==> config.mk <==
export PLATFORM = sky130hd
export DESIGN_NAME = button_tx_arbiter_flat
export DESIGN_NICKNAME = d
export VERILOG_FILES = /design/src/rtl/button_tx_if.sv /design/src/rtl/button_tx_arbiter.sv /design/src/flat_wrapper.sv
export SDC_FILE = /design/constraint.sdc
export NUM_CORES = 1
export LEC_CHECK = 0
export BUFFER_PORTS_ARGS = -buffer_cell sky130_fd_sc_hd__buf_4
export CAP_MARGIN = 10
export CORE_ASPECT_RATIO = 1.4
export CORE_UTILIZATION = 30
export DETAILED_ROUTE_END_ITERATION = 8
export PLACE_DENSITY = 0.52
export SETUP_SLACK_MARGIN = 0.02
export SLEW_MARGIN = 20
export SYNTH_ARGS = -nofsm -noshare
export SYNTH_HDL_FRONTEND = slang
export SYNTH_SLANG_ARGS = --single-unit
==> constraint.sdc <==
create_clock -name clk -period 2.47 [get_ports clk]
set_input_delay 0.247 -clock clk [delete_from_list [all_inputs] [get_ports clk]]
set_output_delay 0.247 -clock clk [all_outputs]
set_load 0.02 [all_outputs]
==> src/rtl/button_tx_if.sv <==
// Button-to-UART arbiter bus.
// Groups the requester side (req_pulse, req_data), the UART transmitter
// handshake (tx_busy, tx_start, tx_data) and the arbiter status outputs
// (grant, pending, done, timeout).
//   master : the arbiter (drives tx_start/tx_data/grant/pending/done/timeout)
//   slave  : the surrounding logic (drives req_pulse/req_data/tx_busy)
interface button_tx_if #(
    parameter int N_REQ  = 4,
    parameter int DATA_W = 8
);
    logic [N_REQ-1:0]        req_pulse;
    logic [N_REQ*DATA_W-1:0] req_data;
    logic                    tx_busy;
    logic                    tx_start;
    logic [DATA_W-1:0]       tx_data;
    logic [N_REQ-1:0]        grant;
    logic [N_REQ-1:0]        pending;
    logic                    done;
    logic                    timeout;

    modport master (
        input  req_pulse, req_data, tx_busy,
        output tx_start, tx_data, grant, pending, done, timeout
    );

    modport slave (
        output req_pulse, req_data, tx_busy,
        input  tx_start, tx_data, grant, pending, done, timeout
    );
endinterface

==> src/rtl/button_tx_arbiter.sv <==
// Round-robin arbiter that shares one UART transmitter between N_REQ
// debounced buttons. Each button pulse latches a pending request; the
// arbiter picks the next pending requester after the last one served,
// strobes tx_start with that requester's byte and follows tx_busy until the
// frame completes (done) or the transmitter never answers (timeout, the
// request is put back for a retry).
// Ports:
//   clk    : clock, all state changes on its rising edge
//   rst_n  : asynchronous active-low reset
//   bus    : button_tx_if.master (requests in, transmitter handshake and
//            status out; all outputs come straight from registers)
module button_tx_arbiter #(
    parameter int N_REQ        = 4,
    parameter int DATA_W       = 8,
    parameter int BUSY_TIMEOUT = 16
) (
    input  logic          clk,
    input  logic          rst_n,
    button_tx_if.master   bus
);
    localparam int                IDX_W    = (N_REQ > 1) ? $clog2(N_REQ) : 1;
    localparam logic [IDX_W-1:0]  LAST_RST = IDX_W'(N_REQ - 1);
    localparam logic [7:0]        TMO_LIM  = 8'(BUSY_TIMEOUT);

    typedef enum logic [1:0] {
        ST_IDLE      = 2'd0,
        ST_START     = 2'd1,
        ST_WAIT_BUSY = 2'd2,
        ST_WAIT_DONE = 2'd3
    } state_t;

    state_t              state_r,       state_s;
    logic [N_REQ-1:0]    pending_r,     pending_s;
    logic [N_REQ-1:0]    grant_r,       grant_s;
    logic [DATA_W-1:0]   tx_data_r,     tx_data_s;
    logic                tx_start_r,    tx_start_s;
    logic                done_r,        done_s;
    logic                timeout_r,     timeout_s;
    logic [7:0]          cnt_r,         cnt_s;
    logic [IDX_W-1:0]    last_winner_r, last_winner_s;
    logic [IDX_W-1:0]    owner_r,       owner_s;

    logic                win_found_s;
    logic [IDX_W-1:0]    win_idx_s;
    logic [DATA_W-1:0]   win_data_s;
    logic [N_REQ-1:0]    win_onehot_s;

    // Round-robin search: first pending requester after last_winner, wrapping.
    always_comb begin
        int cand_v;
        cand_v       = 0;
        win_found_s  = 1'b0;
        win_idx_s    = {IDX_W{1'b0}};
        for (int k = 1; k <= N_REQ; k++) begin
            cand_v = (int'(last_winner_r) + k) % N_REQ;
            if (!win_found_s && pending_r[cand_v[IDX_W-1:0]]) begin
                win_found_s = 1'b1;
                win_idx_s   = cand_v[IDX_W-1:0];
            end else begin
                win_idx_s   = win_idx_s;
            end
        end
    end

    // Winner byte and one-hot grant pattern.
    always_comb begin
        win_data_s   = {DATA_W{1'b0}};
        win_onehot_s = {N_REQ{1'b0}};
        for (int i = 0; i < N_REQ; i++) begin
            if (win_idx_s == i[IDX_W-1:0]) begin
                win_data_s      = bus.req_data[i*DATA_W +: DATA_W];
                win_onehot_s[i] = 1'b1;
            end else begin
                win_onehot_s[i] = 1'b0;
            end
        end
    end

    // Next-state and next-output logic; grant/tx_data hold by default so they
    // stay stable until the done/timeout cycle has been seen.
    always_comb begin
        state_s       = state_r;
        pending_s     = pending_r | bus.req_pulse;
        grant_s       = grant_r;
        tx_data_s     = tx_data_r;
        tx_start_s    = 1'b0;
        done_s        = 1'b0;
        timeout_s     = 1'b0;
        cnt_s         = cnt_r;
        last_winner_s = last_winner_r;
        owner_s       = owner_r;
        case (state_r)
            ST_IDLE: begin
                grant_s = {N_REQ{1'b0}};
                if (win_found_s && !bus.tx_busy) begin
                    grant_s   = win_onehot_s;
                    tx_data_s = win_data_s;
                    owner_s   = win_idx_s;
                    // A re-press on the grant edge keeps the request pending.
                    pending_s[win_idx_s] = bus.req_pulse[win_idx_s];
                    tx_start_s = 1'b1;
                    state_s    = ST_START;
                end else begin
                    state_s = ST_IDLE;
                end
            end
            ST_START: begin
                cnt_s   = 8'd0;
                state_s = ST_WAIT_BUSY;
            end
            ST_WAIT_BUSY: begin
                cnt_s = cnt_r + 8'd1;
                if (bus.tx_busy) begin
                    state_s = ST_WAIT_DONE;
                end else if ((cnt_r + 8'd1) == TMO_LIM) begin
                    // Transmitter never answered: put the request back.
                    timeout_s          = 1'b1;
                    pending_s[owner_r] = 1'b1;
                    last_winner_s      = owner_r;
                    state_s            = ST_IDLE;
                end else begin
                    state_s = ST_WAIT_BUSY;
                end
            end
            ST_WAIT_DONE: begin
                if (!bus.tx_busy) begin
                    done_s        = 1'b1;
                    last_winner_s = owner_r;
                    state_s       = ST_IDLE;
                end else begin
                    state_s = ST_WAIT_DONE;
                end
            end
            default: begin
                grant_s = {N_REQ{1'b0}};
                state_s = ST_IDLE;
            end
        endcase
    end

    // State and output registers.
    always_ff @(posedge clk or negedge rst_n) begin
        if (!rst_n) begin
            state_r       <= ST_IDLE;
            pending_r     <= {N_REQ{1'b0}};
            grant_r       <= {N_REQ{1'b0}};
            tx_data_r     <= {DATA_W{1'b0}};
            tx_start_r    <= 1'b0;
            done_r        <= 1'b0;
            timeout_r     <= 1'b0;
            cnt_r         <= 8'd0;
            last_winner_r <= LAST_RST;
            owner_r       <= {IDX_W{1'b0}};
        end else begin
            state_r       <= state_s;
            pending_r     <= pending_s;
            grant_r       <= grant_s;
            tx_data_r     <= tx_data_s;
            tx_start_r    <= tx_start_s;
            done_r        <= done_s;
            timeout_r     <= timeout_s;
            cnt_r         <= cnt_s;
            last_winner_r <= last_winner_s;
            owner_r       <= owner_s;
        end
    end

    assign bus.tx_start = tx_start_r;
    assign bus.tx_data  = tx_data_r;
    assign bus.grant    = grant_r;
    assign bus.pending  = pending_r;
    assign bus.done     = done_r;
    assign bus.timeout  = timeout_r;
endmodule

==> src/flat_wrapper.sv <==
// flat-port wrapper written by rule: the top's interface ports become plain ports
module button_tx_arbiter_flat 
#(
    parameter int N_REQ        = 4,
    parameter int DATA_W       = 8,
    parameter int BUSY_TIMEOUT = 16
)
  (clk, rst_n, bus_req_pulse, bus_req_data, bus_tx_busy, bus_tx_start, bus_tx_data, bus_grant, bus_pending, bus_done, bus_timeout);
  button_tx_if #(.N_REQ(N_REQ), .DATA_W(DATA_W)) bus_i ();
  input  logic clk;
  input  logic rst_n;
  input wire logic [$bits(bus_i.req_pulse)-1:0] bus_req_pulse;
  input wire logic [$bits(bus_i.req_data)-1:0] bus_req_data;
  input wire logic [$bits(bus_i.tx_busy)-1:0] bus_tx_busy;
  output wire logic [$bits(bus_i.tx_start)-1:0] bus_tx_start;
  output wire logic [$bits(bus_i.tx_data)-1:0] bus_tx_data;
  output wire logic [$bits(bus_i.grant)-1:0] bus_grant;
  output wire logic [$bits(bus_i.pending)-1:0] bus_pending;
  output wire logic [$bits(bus_i.done)-1:0] bus_done;
  output wire logic [$bits(bus_i.timeout)-1:0] bus_timeout;
  assign bus_i.req_pulse = bus_req_pulse;
  assign bus_i.req_data = bus_req_data;
  assign bus_i.tx_busy = bus_tx_busy;
  assign bus_tx_start = bus_i.tx_start;
  assign bus_tx_data = bus_i.tx_data;
  assign bus_grant = bus_i.grant;
  assign bus_pending = bus_i.pending;
  assign bus_done = bus_i.done;
  assign bus_timeout = bus_i.timeout;
  button_tx_arbiter #(.N_REQ(N_REQ), .DATA_W(DATA_W), .BUSY_TIMEOUT(BUSY_TIMEOUT)) u_core (.clk(clk), .rst_n(rst_n), .bus(bus_i));
endmodule
==> impl_metrics.csv, run 1 <==
group,metric,value,unit
grt,grt.overflow.total,0,
final_layout,nNetsFinal,303,
route,routed_via_density,5.11,
synth,synth_cell_types,44,
final_layout,drive_above_1_share,28.8,%
sta,setup_ws,0.492,ns
placed_design,dp.cells,323,
synth,ys_seq_area_share,43.1,%
sta,timing.final.crit_share,80.1,%
synth,synth_edf_count,0,
floorplanning,io_pins,58,
clock_tree,numCtsBuffers,5,
sta,tns,0,ns
clock_tree,clockBufferDepth,2,
route,first_iter_violations,121,
floorplanning,dieArea,6740,sq um
placed_design,routabilityCongestion,0.815,
sta,skew,0.00213,ns
run_status,status,"finished, final reports clean",
sta,finalHoldViolations,0,
sta,setup_violations,0,
final_layout,num-fill-cells,629,
sta,slew_headroom,71.0,%
route,drc,0,
synth,yosysTopAreaCell,"dfrtp_1",
grt,grt_start_max_net_pins,34,
floorplanning,dieHeight,96.7,microns
sta,max_freq,506,MHz
route,wire_per_inst,14.8,microns
grt,grt_first_pass_wirelength,7.78,mm
setup_path,critPathMaxFanout,8,
synth,yosys_warnings,0,
route,wirelength,4.90,mm
clock_tree,cts_tree,"done",
placed_design,dp_hpwl,3.59,mm
clock_tree,clk_latency,0.29,ns
synth,syn_inst,200,
final_layout,diodes,0,
synth,synth_top_cell_area_share,40.3,%
synth,synth_most_common_cell,"dfrtp_1",
clock_tree,clock-sinks,33,
setup_path,worst_setup_path_end_kind,"register",
clock_tree,path_clk_slew,0.07,ns
placed_design,port_buffers,57,
setup_path,startpoint_type,"register",
sta,period_needed,1.98,ns
grt,grt_pass1_vias,1570,
floorplanning,initial_core_util,31.0,%
sta,finalMaxSlewViolations,0,
final_layout,areaGrowthSynthToFinish,29.7,%
pwr,peakVddDrop,409,uV
synth,ys_dominant_reg_cell,"dfrtp_1",
synth,netlist_area,1920,sq um
synth,async_flop_share,100,%
clock_tree,h-tree-depth,2,
route,ant_nets,0,
grt,track_usage,14.7,%
min_path,hold_path.class,"input port to register",
setup_path,arrival,2.13,ns
placed_design,placed_area,2400,sq um
floorplanning,die_width,69.7,microns
synth,ys_top_cells_by_count,"31 x dfrtp_1, 25 x nand2_1, 17 x mux2i_1",
pwr,p_leak,1.14,nW
synth,synth_seq_cells,33,
run,maxCapViolCount,0,
route,drt_pre_antenna_iters,6,
sta,worst-slew-pin-transition,0.436,ns
pwr,power_density,1050,nW/um^2
grt,antenna_found_initial,0,
floorplanning,core_area,6210,sq um
final_layout,fin_area,2490,sq um
synth,syn_nets,244,
sta,rsz0062_at_grt,"false",
route,vias,1698,
floorplanning,num_rows,34,
placed_design,pre_cts_slack,0.506,ns
synth,synth_area_leaders,"dfrtp_1 40%, mux2i_1 8.8%, nand2_1 4.9%",
clock_tree,root_buffer,"clkbuf_8",
final_layout,instances_no_fill,332,
setup_path,critPathKind,"register to register",
setup_path,worstPathRequired,2.62,ns
pwr,finalPower,2.63,mW
synth,syn_avg_cell_area,9.62,sq um
-- state kept, by name (all words and copies together), names as in the netlist, 2 cells and up --
name / count
u_core.last_winner_r: 2
u_core.state_r: 2
u_core.bus.pending: 4
u_core.bus.tx_data: 8
u_core.cnt_r: 8
u_core.owner_r: 2
u_core.bus.grant: 4
-- path summary, 6_finish.rpt --
kind | startpoint | to | slack [ns] | cells after the start
setup / recovery | u_core.last_winner_r[1] | u_core.bus.tx_data[2] | 0.49 | 5
hold / removal | bus_req_pulse[1] | u_core.bus.pending[1] | 0.15 | 3
setup reg to reg | u_core.last_winner_r[1] | u_core.bus.tx_data[2] | 0.49 | 5
hold reg to reg | u_core.bus.tx_data[3] | u_core.bus.tx_data[3] | 0.49 | 2
max in group asynchronous | rst_n | u_core.last_winner_r[0] | 1.68 | 2
min in group asynchronous | rst_n | u_core.bus.grant[2] | 0.44 | 2
-- cell families after synthesis --
kind of cell             Yosys count  synth area share, %
AND/OR/NAND/NOR                   64                 16.4
AO/OA/AOI/OAI                     50                 19.1
flip-flops                        33                 43.1
buffers and inverters             26                 6.31
multiplexers                      21                 11.4
adder cells (fa/ha/maj)            5                 3.25
XOR/XNOR                           1                0.456
-- report_power, final --
| part | switching [mW] | internal, mW | total (mW) |
|---|---|---|---|
| clock | 0.206 | 0.195 | 0.401 |
| sequential | 0.140 | 0.722 | 0.862 |
| combinational | 0.797 | 0.569 | 1.37 |
-- critical path: stages (launching register included) --
cell       delay, ns
dfstp_2         0.58
mux2i_1         0.20
a2bb2oi_1       0.21
o21a_1          0.31
nand2b_1        0.35
o221ai_1        0.18
-- layer usage --
metal / wire [microns] / up-vias / GRT usage [%] / part of all wire, %
met2: 2670 / 37 / 26.2 / 54
met3: 191 / 11 / 2.81 / 3.9
met5: 0 / - / 0 / 0
met4: 89 / 0 / 7.08 / 1.8
li1: - / 836 / - / -
met1: 1950 / 814 / 16.7 / 40
-- layout make-up --
| type | count | area, sq um | area share (%) |
|---|---|---|---|
| well taps | 72 | 90.1 | 3.61 |
| multi-input cells | 141 | 973 | 39.0 |
| clock buffers | 6 | 72.6 | 2.91 |
| flip-flops and latches | 33 | 828 | 33.2 |
| repair buffers | 60 | 453 | 18.2 |
| clock inverters | 2 | 10.0 | 0.401 |
| inverters | 18 | 67.6 | 2.71 |
-- stage by stage --
step | utilization [%] | hold slack (ns)
2_1_floorplan | - | -0.0486
3_3_place_gp | 38.7 | 0.224
3_5_place_dp | 38.7 | 0.225
4_1_cts | 40.2 | 0.152
5_1_grt | 40.2 | 0.170
6_report | 40.2 | 0.155
-- cells in the final DEF, fill, tap and decap left out, types with 2 or more instances in the layout --
cell type and n:
o21ai_1 5, dfstp_2 2, clkinv_2 2, mux2i_1 17, o221ai_1 7, o311ai_1 3
nand2_1 25, clkbuf_8 5, a21oi_1 4, a2bb2oi_1 2, o22ai_1 5, mux2_1 3
nor4_1 2, or2_1 2, a31oi_2 2, or4_1 2, dfrtp_1 31, inv_2 2
o2bb2ai_1 2, nor2b_1 2, nor2_1 8, buf_4 59, o21ai_0 10, inv_1 16
ha_1 5, nand2b_1 8, a22o_1 2, o211ai_1 2, nand3_1 9
-- what timing repair did --
action	4_1_cts	5_1_grt
hold buffers	1	0
buffers inserted	0	0
gates resized for setup	0	0
hold endpoints to repair	31	0
(Power assumes the default switching activity.)
==> run 2: changes to the inputs <==
==> constraint.sdc (replaced) <==
create_clock -name clk -period 1.95 [get_ports clk]
set_input_delay 0.195 -clock clk [delete_from_list [all_inputs] [get_ports clk]]
set_output_delay 0.195 -clock clk [all_outputs]
set_load 0.02 [all_outputs]
==> run 2 against run 1 <==
Against the previous run: clock skew increased by 0.0030 ns; flip-flop and latch count unchanged; first-iteration DRC count increased by 26%; register-to-register slack got worse by 0.40 ns; global-route usage increased by 0.63 points; critical path depth increased by 2; clock power increased by 26%; worst setup slack got worse by 0.40 ns; hold slack got worse by 0.034 ns.
==> impl_metrics.csv, run 2 (synthesis results as in run 1) <==
group,metric,value,unit
clock_tree,numCtsBuffers,5,
setup_path,crit_slowest_cell,"dfrtp_1",
route,routed_via_density,5.03,
clock_tree,cts_tree,"done",
setup_path,worst_r2r_endpoint,"u_core.last_winner_r[0]",
final_layout,final_common_cell,"buf_4",
grt,grt.overflow.total,0,
setup_path,worstPathRequired,2.16,ns
grt,grt_pass1_vias,1717,
floorplanning,num_rows,34,
grt,antenna_found_initial,0,
setup_path,cp_cell_sequence,"ha_1, buf_4, xnor2_1, o211ai_1, o21ai_2, a31oi_2, mux2_1",
placed_design,dp_hpwl,3.79,mm
pwr,power_density,1360,nW/um^2
route,drt_pre_antenna_iters,5,
sta,setup_violations,0,
pwr,pwr-share-comb,55.0,%
route,vias,1719,
placed_design,port_buffers,57,
final_layout,diodes,0,
pwr,p_leak,1.19,nW
floorplanning,die_width,69.7,microns
route,wire_per_inst,14.7,microns
grt,grt_start_max_net_pins,34,
clock_tree,h-tree-depth,2,
final_layout,ff_latch_area,828,sq um
min_path,hold_path.class,"input port to register",
pwr,clkPwrFrac,14.3,%
floorplanning,dieHeight,96.7,microns
sta,timing.final.crit_share,95.3,%
floorplanning,dieArea,6740,sq um
run_status,status,"finished, final reports clean",
sta,period_needed,1.86,ns
setup_path,cpPeakStageDelay,0.42,ns
sta,finalHoldViolations,0,
grt,track_usage,15.4,%
run,maxCapViolCount,0,
route,first_iter_violations,153,
setup_path,reg2reg_slack,0.09,ns
route,drc,0,
pwr,switchingPower,1.49,mW
setup_path,worst_setup_path_end_kind,"register",
setup_path,r2r-start,"u_core.cnt_r[0]",
sta,tns,0,ns
clock_tree,clk_latency,0.28,ns
setup_path,critPathKind,"register to register",
sta,max_freq,538,MHz
final_layout,final_cell_mix,"68 x buf_4, 31 x dfrtp_1, 25 x nand2_1",
min_path,min_to,"u_core.bus.pending[1]",
final_layout,drive_above_1_share,32.6,%
route,wirelength,5.03,mm
clock_tree,path_clk_slew,0.07,ns
sta,slew_headroom,70.5,%
placed_design,routabilityCongestion,0.772,
setup_path,startpoint_type,"register",
min_path,min_path_cells,3,
final_layout,num-fill-cells,640,
final_layout,areaGrowthSynthToFinish,35.2,%
sta,skew,0.00512,ns
sta,worst-slew-pin-transition,0.442,ns
sta,finalMaxSlewViolations,0,
final_layout,multi_input_area,991,sq um
pwr,p_int,2.05,mW
setup_path,critPathMaxFanout,5,
pwr,sw_frac_of_total,42.1,%
floorplanning,core_area,6210,sq um
pwr,peakVddDrop,457,uV
setup_path,rr_worst_depth,7,
clock_tree,clockBufferDepth,2,
setup_path,path_buf_inv,1,
setup_path,arrival,2.07,ns
floorplanning,io_pins,58,
grt,grt_first_pass_wirelength,8.14,mm
route,ant_nets,0,
clock_tree,clock-sinks,33,
sta,rsz0062_at_grt,"true",
final_layout,nNetsFinal,313,
clock_tree,root_buffer,"clkbuf_8",
setup_path,cp_top_family,"compound AO/OA/AOI/OAI gates",
pwr,pwr-share-seq,30.8,%
min_path,holdCritStartpoint,"bus_req_pulse[1]",
floorplanning,initial_core_util,31.0,%
sta,holdWs,0.120,ns
-- run 2: cell count changes in the layout (fill, tap and decap cells not counted), sizes merged --
cell,change
buf,+10
-- run 2: layer usage --
layer  up-vias  share of wire, %  GRT usage, %
met1       820                39          15.9
met3         4               3.5          3.13
met2        34                56          30.0
li1        861                 -             -
met5         -                 0             0
met4         0               1.1          4.92
-- run 2: worst register-to-register path: cells and delay by family (launching register included) --
family | cells | cell delay (ns)
buffers and inverters | 1 | 0.16
adder cells (fa/ha/maj) | 1 | 0.23
multiplexers | 1 | 0.32
flip-flops | 1 | 0.42
XOR/XNOR | 1 | 0.17
AO/OA/AOI/OAI | 3 | 0.49
-- run 2: final cells by class --
type / instances / share of cell area, %
clock inverters: 2 / 0.385
flip-flops and latches: 33 / 31.9
multi-input cells: 141 / 38.1
well taps: 72 / 3.46
repair buffers: 70 / 20.8
clock buffers: 6 / 2.79
inverters: 18 / 2.60
-- run 2: power by group through the flow --
stage          Sequential (mW)  Combinational, mW  Clock, mW
2_1_floorplan             1.23               1.05          0
4_1_cts                   1.09               1.94      0.529
3_5_place_dp              1.10               1.93          0
3_3_place_gp              1.10               1.92          0
6_report                  1.09               1.94      0.504
5_1_grt                   1.12               2.13      0.559
-- run 2: what timing repair did --
action / 4_1_cts / 5_1_grt
endpoints found under the setup margin: 0 / 12
hold endpoints to repair: 31 / 0
buffers inserted: 0 / 2
gates resized for setup: 0 / 4
hold buffers: 1 / 0
-- run 2: worst max path at each step --
stage	startpoint	endpoint	slack, ns	cells past startpoint
floorplan	u_core.cnt_r[0]	u_core.last_winner_r[0]	0.09	5
global placement	u_core.cnt_r[0]	u_core.bus.pending[1]	0.09	5
detailed placement	u_core.last_winner_r[1]	u_core.bus.tx_data[1]	0.05	5
CTS	u_core.last_winner_r[1]	u_core.bus.tx_data[6]	0.04	5
global route	u_core.cnt_r[0]	u_core.last_winner_r[0]	-0.03	7
finish	u_core.cnt_r[0]	u_core.last_winner_r[0]	0.09	7
-- run 2: stage by stage --
step / setup WS [ns] / util (%) / instances / area [sq um] / power [mW]
floorplan: 0.0877 / - / 200 / 1920 / 2.28
global placement: 0.0922 / 39.8 / 331 / 2470 / 3.02
detailed placement: 0.0537 / 39.8 / 331 / 2470 / 3.04
CTS: 0.0370 / 41.3 / 340 / 2570 / 3.56
global route: -0.0275 / 41.9 / 342 / 2600 / 3.81
finish: 0.0917 / 41.9 / 342 / 2600 / 3.54
